$ cat src/rtl/mmss_pkg.sv
// mmss_pkg: shared types, constants and helpers for the MM:SS display stage.
//   bcd_t           - one BCD digit (4 bits)
//   SEG_0..SEG_9    - active-low seven-segment patterns, bit order {g,f,e,d,c,b,a}
//   SEG_BLANK       - all segments off
//   AN_OFF          - all digit enables off
//   bcd_pair_next   - increment a tens/ones pair that counts 00..59
//   bcd_pair_at_max - true when a tens/ones pair holds 59
//   an_select       - active-low one-hot digit enable for a 2-bit index
package mmss_pkg;

    typedef logic [3:0] bcd_t;

    localparam logic [6:0] SEG_0     = 7'b1000000;
    localparam logic [6:0] SEG_1     = 7'b1111001;
    localparam logic [6:0] SEG_2     = 7'b0100100;
    localparam logic [6:0] SEG_3     = 7'b0110000;
    localparam logic [6:0] SEG_4     = 7'b0011001;
    localparam logic [6:0] SEG_5     = 7'b0010010;
    localparam logic [6:0] SEG_6     = 7'b0000010;
    localparam logic [6:0] SEG_7     = 7'b1111000;
    localparam logic [6:0] SEG_8     = 7'b0000000;
    localparam logic [6:0] SEG_9     = 7'b0010000;
    localparam logic [6:0] SEG_BLANK = 7'b1111111;
    localparam logic [3:0] AN_OFF    = 4'b1111;

    // Next value of a 00..59 pair; 59 wraps to 00 (carry reported separately).
    function automatic logic [7:0] bcd_pair_next(input bcd_t tens, input bcd_t ones);
        bcd_t t;
        bcd_t o;
        t = tens;
        o = ones;
        if (ones >= 4'd9) begin
            o = 4'd0;
            if (tens >= 4'd5) begin
                t = 4'd0;
            end else begin
                t = tens + 4'd1;
            end
        end else begin
            o = ones + 4'd1;
        end
        return {t, o};
    endfunction

    function automatic logic bcd_pair_at_max(input bcd_t tens, input bcd_t ones);
        return (tens >= 4'd5) && (ones >= 4'd9);
    endfunction

    function automatic logic [3:0] an_select(input logic [1:0] idx);
        logic [3:0] an_v;
        case (idx)
            2'd0:    an_v = 4'b1110;
            2'd1:    an_v = 4'b1101;
            2'd2:    an_v = 4'b1011;
            2'd3:    an_v = 4'b0111;
            default: an_v = AN_OFF;
        endcase
        return an_v;
    endfunction

endpackage

$ cat src/rtl/seg7_decode.sv
// seg7_decode: combinational BCD to active-low seven-segment decoder.
//   bcd in  4 - digit value; anything above 9 blanks the digit
//   seg out 7 - active-low segments, seg[0]=a .. seg[6]=g
module seg7_decode
    import mmss_pkg::*;
(
    input  logic [3:0] bcd,
    output logic [6:0] seg
);

    // Pattern lookup; non-BCD codes light nothing.
    always_comb begin
        case (bcd)
            4'd0:    seg = SEG_0;
            4'd1:    seg = SEG_1;
            4'd2:    seg = SEG_2;
            4'd3:    seg = SEG_3;
            4'd4:    seg = SEG_4;
            4'd5:    seg = SEG_5;
            4'd6:    seg = SEG_6;
            4'd7:    seg = SEG_7;
            4'd8:    seg = SEG_8;
            4'd9:    seg = SEG_9;
            default: seg = SEG_BLANK;
        endcase
    end

endmodule

$ cat src/rtl/mmss_display.sv
// mmss_display: MM:SS time keeping and 4-digit multiplexed seven-segment drive.
// Optional feature macro: COLON_BLINK_EN (decimal point on digit 2 acts as colon).
//   TICKS_PER_SEC    - rising edges of divided_clk per second
//   clk         in 1 - board clock
//   rst_n       in 1 - synchronous active-low reset
//   divided_clk in 1 - divider square wave, same clock domain as clk
//   run         in 1 - 1: time advances, 0: time frozen (scan keeps going)
//   inc_sec     in 1 - one-cycle pulse, seconds +1 (no carry into minutes)
//   inc_min     in 1 - one-cycle pulse, minutes +1
//   an         out 4 - active-low digit enables, an[0] = rightmost
//   seg        out 7 - active-low segments, seg[0]=a .. seg[6]=g
//   dp         out 1 - active-low decimal point
//   sec_tick   out 1 - one-cycle pulse per automatic second advance
module mmss_display
    import mmss_pkg::*;
#(
    parameter int TICKS_PER_SEC = 2000
) (
    input  logic       clk,
    input  logic       rst_n,
    input  logic       divided_clk,
    input  logic       run,
    input  logic       inc_sec,
    input  logic       inc_min,
    output logic [3:0] an,
    output logic [6:0] seg,
    output logic       dp,
    output logic       sec_tick
);

    localparam int PW = (TICKS_PER_SEC > 1) ? $clog2(TICKS_PER_SEC) : 1;
    localparam logic [PW-1:0] PRESC_LAST = PW'(TICKS_PER_SEC - 1);

    logic          prev_r;
    logic [PW-1:0] presc_r;
    logic [1:0]    idx_r;
    bcd_t          sec_ones_r, sec_tens_r, min_ones_r, min_tens_r;
    logic          sec_tick_r;
    logic [3:0]    an_r;
    logic [6:0]    seg_r;
    logic          dp_r;

    logic          tick_s;
    logic          inc_any_s;
    logic          wrap_s;
    logic [7:0]    sec_pair_s;
    logic [7:0]    min_pair_s;
    logic [PW-1:0] presc_nx_s;
    bcd_t          sec_ones_nx_s, sec_tens_nx_s, min_ones_nx_s, min_tens_nx_s;
    bcd_t          sel_digit_s;
    logic [6:0]    dec_seg_s;
    logic          dp_nx_s;

    assign tick_s     = divided_clk & ~prev_r;
    assign inc_any_s  = inc_sec | inc_min;
    // A manual increment wins over the terminal tick: no automatic advance then.
    assign wrap_s     = tick_s & run & ~inc_any_s & (presc_r == PRESC_LAST);
    assign sec_pair_s = bcd_pair_next(sec_tens_r, sec_ones_r);
    assign min_pair_s = bcd_pair_next(min_tens_r, min_ones_r);

    // Next prescaler value: cleared by any manual increment, else counts run ticks.
    always_comb begin
        presc_nx_s = presc_r;
        if (inc_any_s) begin
            presc_nx_s = {PW{1'b0}};
        end else if (tick_s & run) begin
            if (presc_r == PRESC_LAST) begin
                presc_nx_s = {PW{1'b0}};
            end else begin
                presc_nx_s = presc_r + PW'(1);
            end
        end else begin
            presc_nx_s = presc_r;
        end
    end

    // Next time value; the full seconds-to-minutes carry resolves in one cycle.
    always_comb begin
        sec_ones_nx_s = sec_ones_r;
        sec_tens_nx_s = sec_tens_r;
        min_ones_nx_s = min_ones_r;
        min_tens_nx_s = min_tens_r;
        if (inc_any_s) begin
            if (inc_sec) begin
                {sec_tens_nx_s, sec_ones_nx_s} = sec_pair_s;
            end else begin
                {sec_tens_nx_s, sec_ones_nx_s} = {sec_tens_r, sec_ones_r};
            end
            if (inc_min) begin
                {min_tens_nx_s, min_ones_nx_s} = min_pair_s;
            end else begin
                {min_tens_nx_s, min_ones_nx_s} = {min_tens_r, min_ones_r};
            end
        end else if (wrap_s) begin
            {sec_tens_nx_s, sec_ones_nx_s} = sec_pair_s;
            if (bcd_pair_at_max(sec_tens_r, sec_ones_r)) begin
                {min_tens_nx_s, min_ones_nx_s} = min_pair_s;
            end else begin
                {min_tens_nx_s, min_ones_nx_s} = {min_tens_r, min_ones_r};
            end
        end else begin
            {sec_tens_nx_s, sec_ones_nx_s} = {sec_tens_r, sec_ones_r};
            {min_tens_nx_s, min_ones_nx_s} = {min_tens_r, min_ones_r};
        end
    end

    // Digit multiplexer feeding the shared decoder.
    always_comb begin
        case (idx_r)
            2'd0:    sel_digit_s = sec_ones_r;
            2'd1:    sel_digit_s = sec_tens_r;
            2'd2:    sel_digit_s = min_ones_r;
            2'd3:    sel_digit_s = min_tens_r;
            default: sel_digit_s = sec_ones_r;
        endcase
    end

    seg7_decode u_decode (
        .bcd (sel_digit_s),
        .seg (dec_seg_s)
    );

`ifdef COLON_BLINK_EN
    localparam logic [PW-1:0] PRESC_HALF = PW'(TICKS_PER_SEC / 2);

    // Colon on digit 2: blinks with the first half-second while running, steady when frozen.
    always_comb begin
        dp_nx_s = 1'b1;
        if (idx_r == 2'd2) begin
            if (run) begin
                dp_nx_s = (presc_r < PRESC_HALF) ? 1'b0 : 1'b1;
            end else begin
                dp_nx_s = 1'b0;
            end
        end else begin
            dp_nx_s = 1'b1;
        end
    end
`else
    assign dp_nx_s = 1'b1;
`endif

    // Counting state: edge detector, prescaler, scan index, time and second pulse.
    always_ff @(posedge clk) begin
        if (!rst_n) begin
            prev_r     <= 1'b1;
            presc_r    <= {PW{1'b0}};
            idx_r      <= 2'd0;
            sec_ones_r <= 4'd0;
            sec_tens_r <= 4'd0;
            min_ones_r <= 4'd0;
            min_tens_r <= 4'd0;
            sec_tick_r <= 1'b0;
        end else begin
            prev_r     <= divided_clk;
            presc_r    <= presc_nx_s;
            idx_r      <= tick_s ? (idx_r + 2'd1) : idx_r;
            sec_ones_r <= sec_ones_nx_s;
            sec_tens_r <= sec_tens_nx_s;
            min_ones_r <= min_ones_nx_s;
            min_tens_r <= min_tens_nx_s;
            sec_tick_r <= wrap_s;
        end
    end

    // Display registers: one cycle behind the index and time they show.
    always_ff @(posedge clk) begin
        if (!rst_n) begin
            an_r  <= AN_OFF;
            seg_r <= SEG_BLANK;
            dp_r  <= 1'b1;
        end else begin
            an_r  <= an_select(idx_r);
            seg_r <= dec_seg_s;
            dp_r  <= dp_nx_s;
        end
    end

    assign an       = an_r;
    assign seg      = seg_r;
    assign dp       = dp_r;
    assign sec_tick = sec_tick_r;

endmodule

$ cat config.mk
export PLATFORM = sky130hd
export DESIGN_NAME = mmss_display
export DESIGN_NICKNAME = d
export VERILOG_FILES = /design/src/rtl/mmss_pkg.sv /design/src/rtl/seg7_decode.sv /design/src/rtl/mmss_display.sv
export SDC_FILE = /design/constraint.sdc
export NUM_CORES = 1
export LEC_CHECK = 0
export CORE_MARGIN = 8
export CORE_UTILIZATION = 64
export CTS_BUF_LIST = sky130_fd_sc_hd__clkbuf_8
export CTS_CLUSTER_DIAMETER = 30
export CTS_CLUSTER_SIZE = 8
export DETAILED_ROUTE_END_ITERATION = 10
export GPL_TIMING_DRIVEN = 0
export PLACE_DENSITY = 0.87
export SYNTH_ARGS = -nofsm -noshare
export SYNTH_HDL_FRONTEND = slang
export SYNTH_SLANG_ARGS = --single-unit
$ cat constraint.sdc
create_clock -name clk -period 5 [get_ports clk]
set_input_delay 0.75 -clock clk [delete_from_list [all_inputs] [get_ports clk]]
set_output_delay 0.75 -clock clk [all_outputs]
set_load 0.02 [all_outputs]
# ---- Word level (Yosys, flattened, before mapping)
# Memory sizes are Yosys's and may differ from the RTL's. A register that Yosys moved wholly into a read port is not among the register bits.
# Index checks and enable logic that the tools add are counted.
dict set report op_classes {
  n_lt_le_gt_ge 4
  n_reduce_logical 8
  add_sub_neg 6
  muxes 23
  bitwise 8
  n_eq_ne 6
}
# operator n
set op_table {}
lappend op_table {{4-bit 2-to-1 mux} 20}
lappend op_table {{4-bit case mux with 4 select lines} 2}
lappend op_table {{4-bit by 1-bit adder with 4-bit output, second input constant} 4}
lappend op_table {{11-bit by 1-bit adder with 11-bit output, second input constant} 1}
lappend op_table {{11-bit equality test, second input constant} 1}
lappend op_table {{11-bit 2-to-1 mux} 1}
lappend op_table {{4-bit by 3-bit >= comparator with 1-bit output, second input constant} 2}
lappend op_table {{4-bit >= comparator, second input constant} 2}
lappend op_table {{1-bit AND} 4}
lappend op_table {{2-bit equality test, second input constant} 2}
lappend op_table {{2-bit inequality test, second input constant} 2}
lappend op_table {{2-bit nonzero test} 2}
lappend op_table {{1-bit NOT} 3}
lappend op_table {{3-bit AND reduction} 1}
lappend op_table {{2-bit by 1-bit adder with 2-bit output, second input constant} 1}
lappend op_table {{2-bit by 1-bit equality test with 1-bit output, second input constant} 1}
lappend op_table {{2-bit zero test} 1}
lappend op_table {{2-bit AND reduction} 1}
lappend op_table {{2-bit OR reduction} 1}
lappend op_table {{1-bit logical AND} 1}
lappend op_table {{1-bit zero test} 1}
lappend op_table {{1-bit OR} 1}
dict set report word_totals {
  rom_bits 112
  n_memories 1
  reg_bits 35
  in_bits 6
}
# memory depth word_bits read_ports rd_clocked_by_memory_dff write_ports line
set memory_table {}
lappend memory_table {{(no name shown)} 16 7 1 1 0 seg7_decode.sv:13} ;# case (bcd)

# ---- Longest topological paths before layout
dict set report logic_depth {
  ltp_word 7
  depth_mapped 9
  mapped_depth_nobuf 9
}

# ---- Cells and area by module
# Synthesis repeated with hierarchy kept, for this count alone.
dict set report unflattened {
  cells_unflattened 255
  hier_area_um2 2190.9
}
# module area_each_um2 cells_per_inst seq_area_each_um2 instances
set modules_own_cells {}
lappend modules_own_cells {mmss_display 1990.7 224 840.8 1}
lappend modules_own_cells {seg7_decode 200.2 31 0.0 1}

# ---- Worst setup path after synthesis
# OpenSTA, ideal clock, no wires.
dict set report synth_path {
  path_type {input-to-reg}
  from {input run}
  to {register min_tens_r[2]}
  arrival_ns 2.530
  stages 5
  setup_slack_ns 2.400
  cell_sequence {nand4b_1 > or4_4 > o41a_1 > or4_1 > a21oi_1}
}
dict set report synth_via {
  elab_chain_cells 5
}
# item line
set synth_rtl {}
lappend synth_rtl {{from (decl)} mmss_display.sv:22} ;# input logic run,
lappend synth_rtl {{1-bit AND (3 in a row)} mmss_display.sv:57} ;# assign wrap_s = tick_s & run & ~inc_any_s & (presc_r == PRESC_LAST);
lappend synth_rtl {{2-bit nonzero test (no line)} --}
lappend synth_rtl {{3-bit AND reduction (no line)} --}
lappend synth_rtl {{to (signal assigned)} mmss_display.sv:161} ;# min_tens_r <= min_tens_nx_s;
lappend synth_rtl {{to (decl)} mmss_display.sv:37} ;# bcd_t sec_ones_r, sec_tens_r, min_ones_r, min_tens_r;
# Every way passes these cells.
# A chain may end at the register's enable or synchronous reset.

# ---- Worst setup path after layout
dict set report layout_path {
  from {input run}
  to {register min_tens_r[0]}
}
# Same word-level chain as after synthesis.

==> flow_summary.toml <==
[synthesis]
synth_top_area_share_pct = 40.12
yosysWarnings = 0
synth_area_per_cell_um2 = 8.806
syn-num-nets = 264
ys_seq_area_share_pct = 40.12
synthCells = 238
synth_area_leaders = "dfxtp_1 40%, ha_1 12%, nor2_1 5.0%, inv_1 3.9%, nand2_1 3.6%"
ys_seq_elements = 42
synth_ff_type = "dfxtp_1"
syn_area_mm2 = 0.002096
synth_area_leader_cell = "dfxtp_1"
synth_edf_count = 0
synthArstFlopShare_pct = 0
ys_types = 43

[min_path]
min_from = "presc_r[1]$_SDFFE_PP0N_"
min_path_type = "reg2reg"

[placed_design]
pre_cts_ws_ns = 1.673
hpwl_mm = 3.097
place.gp.congestion = 0.8235
portBuffers = 16
placed_cells = 298

[timing]
fin_worst_skew_ns = 0.005589
fmax_ghz = 0.3280
tightestPinTransition_ns = 0.7815
finalCriticalPeriod_ns = 3.049
finalHoldViolCount = 0
finalSetupViolCount = 0
setup_tns_ns = 0
rsz0062_at_grt = "no"
slew_headroom_pct = 47.45
fin_ws_ns = 1.951
fin_crit_sh_pct = 60.98
drv_slew = 0

[cells_and_area]
area_delta_synth_final_pct = 13.91
stdcell_count = 305
fin_nets = 287
drive_above_1_share_pct = 4.598
antenna_cells = 0

[clock_tree]
cts-hold-fix-buffers = 0
cts_tree = "built"
clock_sinks = 42
ctsHtreeMaxLevel = 2
postCtsSetupBuffers = 0
cts.repair.resized = 0
cts_root_buf = "clkbuf_8"
clk_pin_slew_ns = 0.07
clock_latency_ns = 0.29
cts_buffers = 5
clk_path_buf_depth = 2

[route]
drt_iter0_drc = 143
dr.pass1.iters = 5
wirelength_mm = 4.177
vias_per_cell = 5.672
drc = 0
ant_nets = 0
wl_per_cell_um = 13.70
route.vias.total = 1730

[critical_path]
critPathMaxFanout = 6
r2r_slack_ns = 2.46
cp.arrival_ns = 3.27
timing.rr.start = "presc_r[4]$_SDFFE_PP0N_"
criticalPathCategory = "in2reg"
startpoint_type = "primary input"
critical_path_required_ns = 5.22
end_kind = "register"
crit_path_start = "run"

[global_routing]
met1_usage_pct = 20.53
grt-busiest-layer = "met2"
grt_max_degree = 12
grt_use_met3_pct = 3.297
grt_overflow = 0
grt_pass1_vias = 1586
grt_first_pass_wirelength_mm = 7.086
grtUsageTotal_pct = 16.89
antenna_found_initial = 0
gr-usage-met2_pct = 27.01

[floorplan]
dieHeight_um = 73.23
initial_core_util_pct = 68.09
die_w_um = 73.23
dieArea_mm2 = 0.005362
boundaryPins = 19
rows = 20
core_area_mm2 = 0.003078

[job]
cap_violations = 0

[power]
power_per_cell_area_mw_per_mm2 = 260.6
power.leakage_nw = 0.9351
ir_drop_mv = 0.2046

[status]
outcome = "finished, final reports clean"
## critical path: stages
cell and delay [ns]:
clkdlybuf4s50_1 0.52, nand4b_1 0.26, or4_4 0.58, o41ai_1 0.70, nand4_1 0.27, mux2i_1 0.18
## final timing paths
check                               end  cells past startpoint
min reg2reg     presc_r[1]$_SDFFE_PP0N_                      2
min             presc_r[1]$_SDFFE_PP0N_                      2
max          min_tens_r[0]$_SDFFE_PN0P_                      6
max reg2reg  min_tens_r[0]$_SDFFE_PN0P_                      5
## layout by cell type, fill, tap and decap left out, drive strengths merged, types with 4 or more instances in the layout
cell,count
o21ai,9
mux2i,6
nand3,9
nor2,28
a222oi,4
inv,24
xor2,5
nand2,20
ha,20
a21oi,10
clkbuf,11
o211ai,4
nand4,6
clkdlybuf4s50,16
dfxtp,42
xnor2,5
## layer usage
metal | share of wire [%] | up-vias
li1 | - | 879
met4 | 2.4 | 0
met3 | 4.8 | 10
met2 | 47 | 36
met1 | 45 | 805
met5 | 0 | -
## layout make-up
cell class | instances | area [um^2]
well taps | 44 | 55.05
clock buffers | 5 | 68.82
flip-flops and latches | 42 | 840.8
multi-input cells | 167 | 1142
fillers | 239 | 690.7
clock inverters | 2 | 7.507
inverters | 22 | 82.58
repair buffers | 16 | 160.2
plain buffers | 7 | 30.03
## state kept, by name, summed over array words and instances (netlist names)
name	cells
idx_r	2
min_tens_r	4
min_ones_r	4
prev_r	1
seg	7
sec_tick	1
an	4
sec_ones_r	4
presc_r	11
sec_tens_r	4
## power by group
part	switching, mW	internal [mW]	leakage [nW]
Combinational	0.0411	0.0313	0.546
Clock	0.106	0.0920	0.0466
Sequential	0.00702	0.345	0.343
## through the flow
stage,hold WS [ns],cell area (um^2),power (mW),utilization (%)
after detailed placement,0.4750,2311,0.4318,75.08
after floorplan,0.4486,2096,0.4048,-
after global routing,0.5051,2387,0.6475,77.56
after global placement,0.4613,2311,0.4291,75.08
final,0.4892,2387,0.6221,77.56
after CTS,0.4844,2387,0.6283,77.56
## cells in the mapped netlist (all sizes together), types with 2 or more instances
| cell | n |
|---|---|
| a21oi | 10 |
| o211ai | 4 |
| inv | 22 |
| nor3 | 2 |
| ha | 20 |
| mux2 | 3 |
| clkbuf | 6 |
| xor2 | 5 |
| or4 | 2 |
| nand3b | 3 |
| mux2i | 6 |
| a222oi | 4 |
| nand2 | 20 |
| nand2b | 3 |
| and3 | 2 |
| nor4 | 2 |
| nand4b | 2 |
| or3b | 2 |
| nand3 | 9 |
| o22ai | 2 |
| o21ai | 9 |
| xnor2 | 5 |
| o41a | 2 |
| nand4 | 6 |
| nor2 | 28 |
| dfxtp | 42 |
| o31ai | 3 |
| or3 | 2 |
## kinds of logic (layout without fill, tap and decap cells)
family / count (synthesis) / after routing / share of synthesized area [%]
flip-flops: 42 / 42 / 40.12
adder cells (fa/ha/maj): 20 / 20 / 11.94
XOR/XNOR: 10 / 10 / 4.179
AO/OA/AOI/OAI: 41 / 41 / 13.37
AND/OR/NAND/NOR: 86 / 86 / 20.36
other: 1 / 1 / 0.1789
multiplexers: 9 / 9 / 4.478
buffers and inverters: 29 / 52 / 5.373
(Power assumes the default switching activity.)
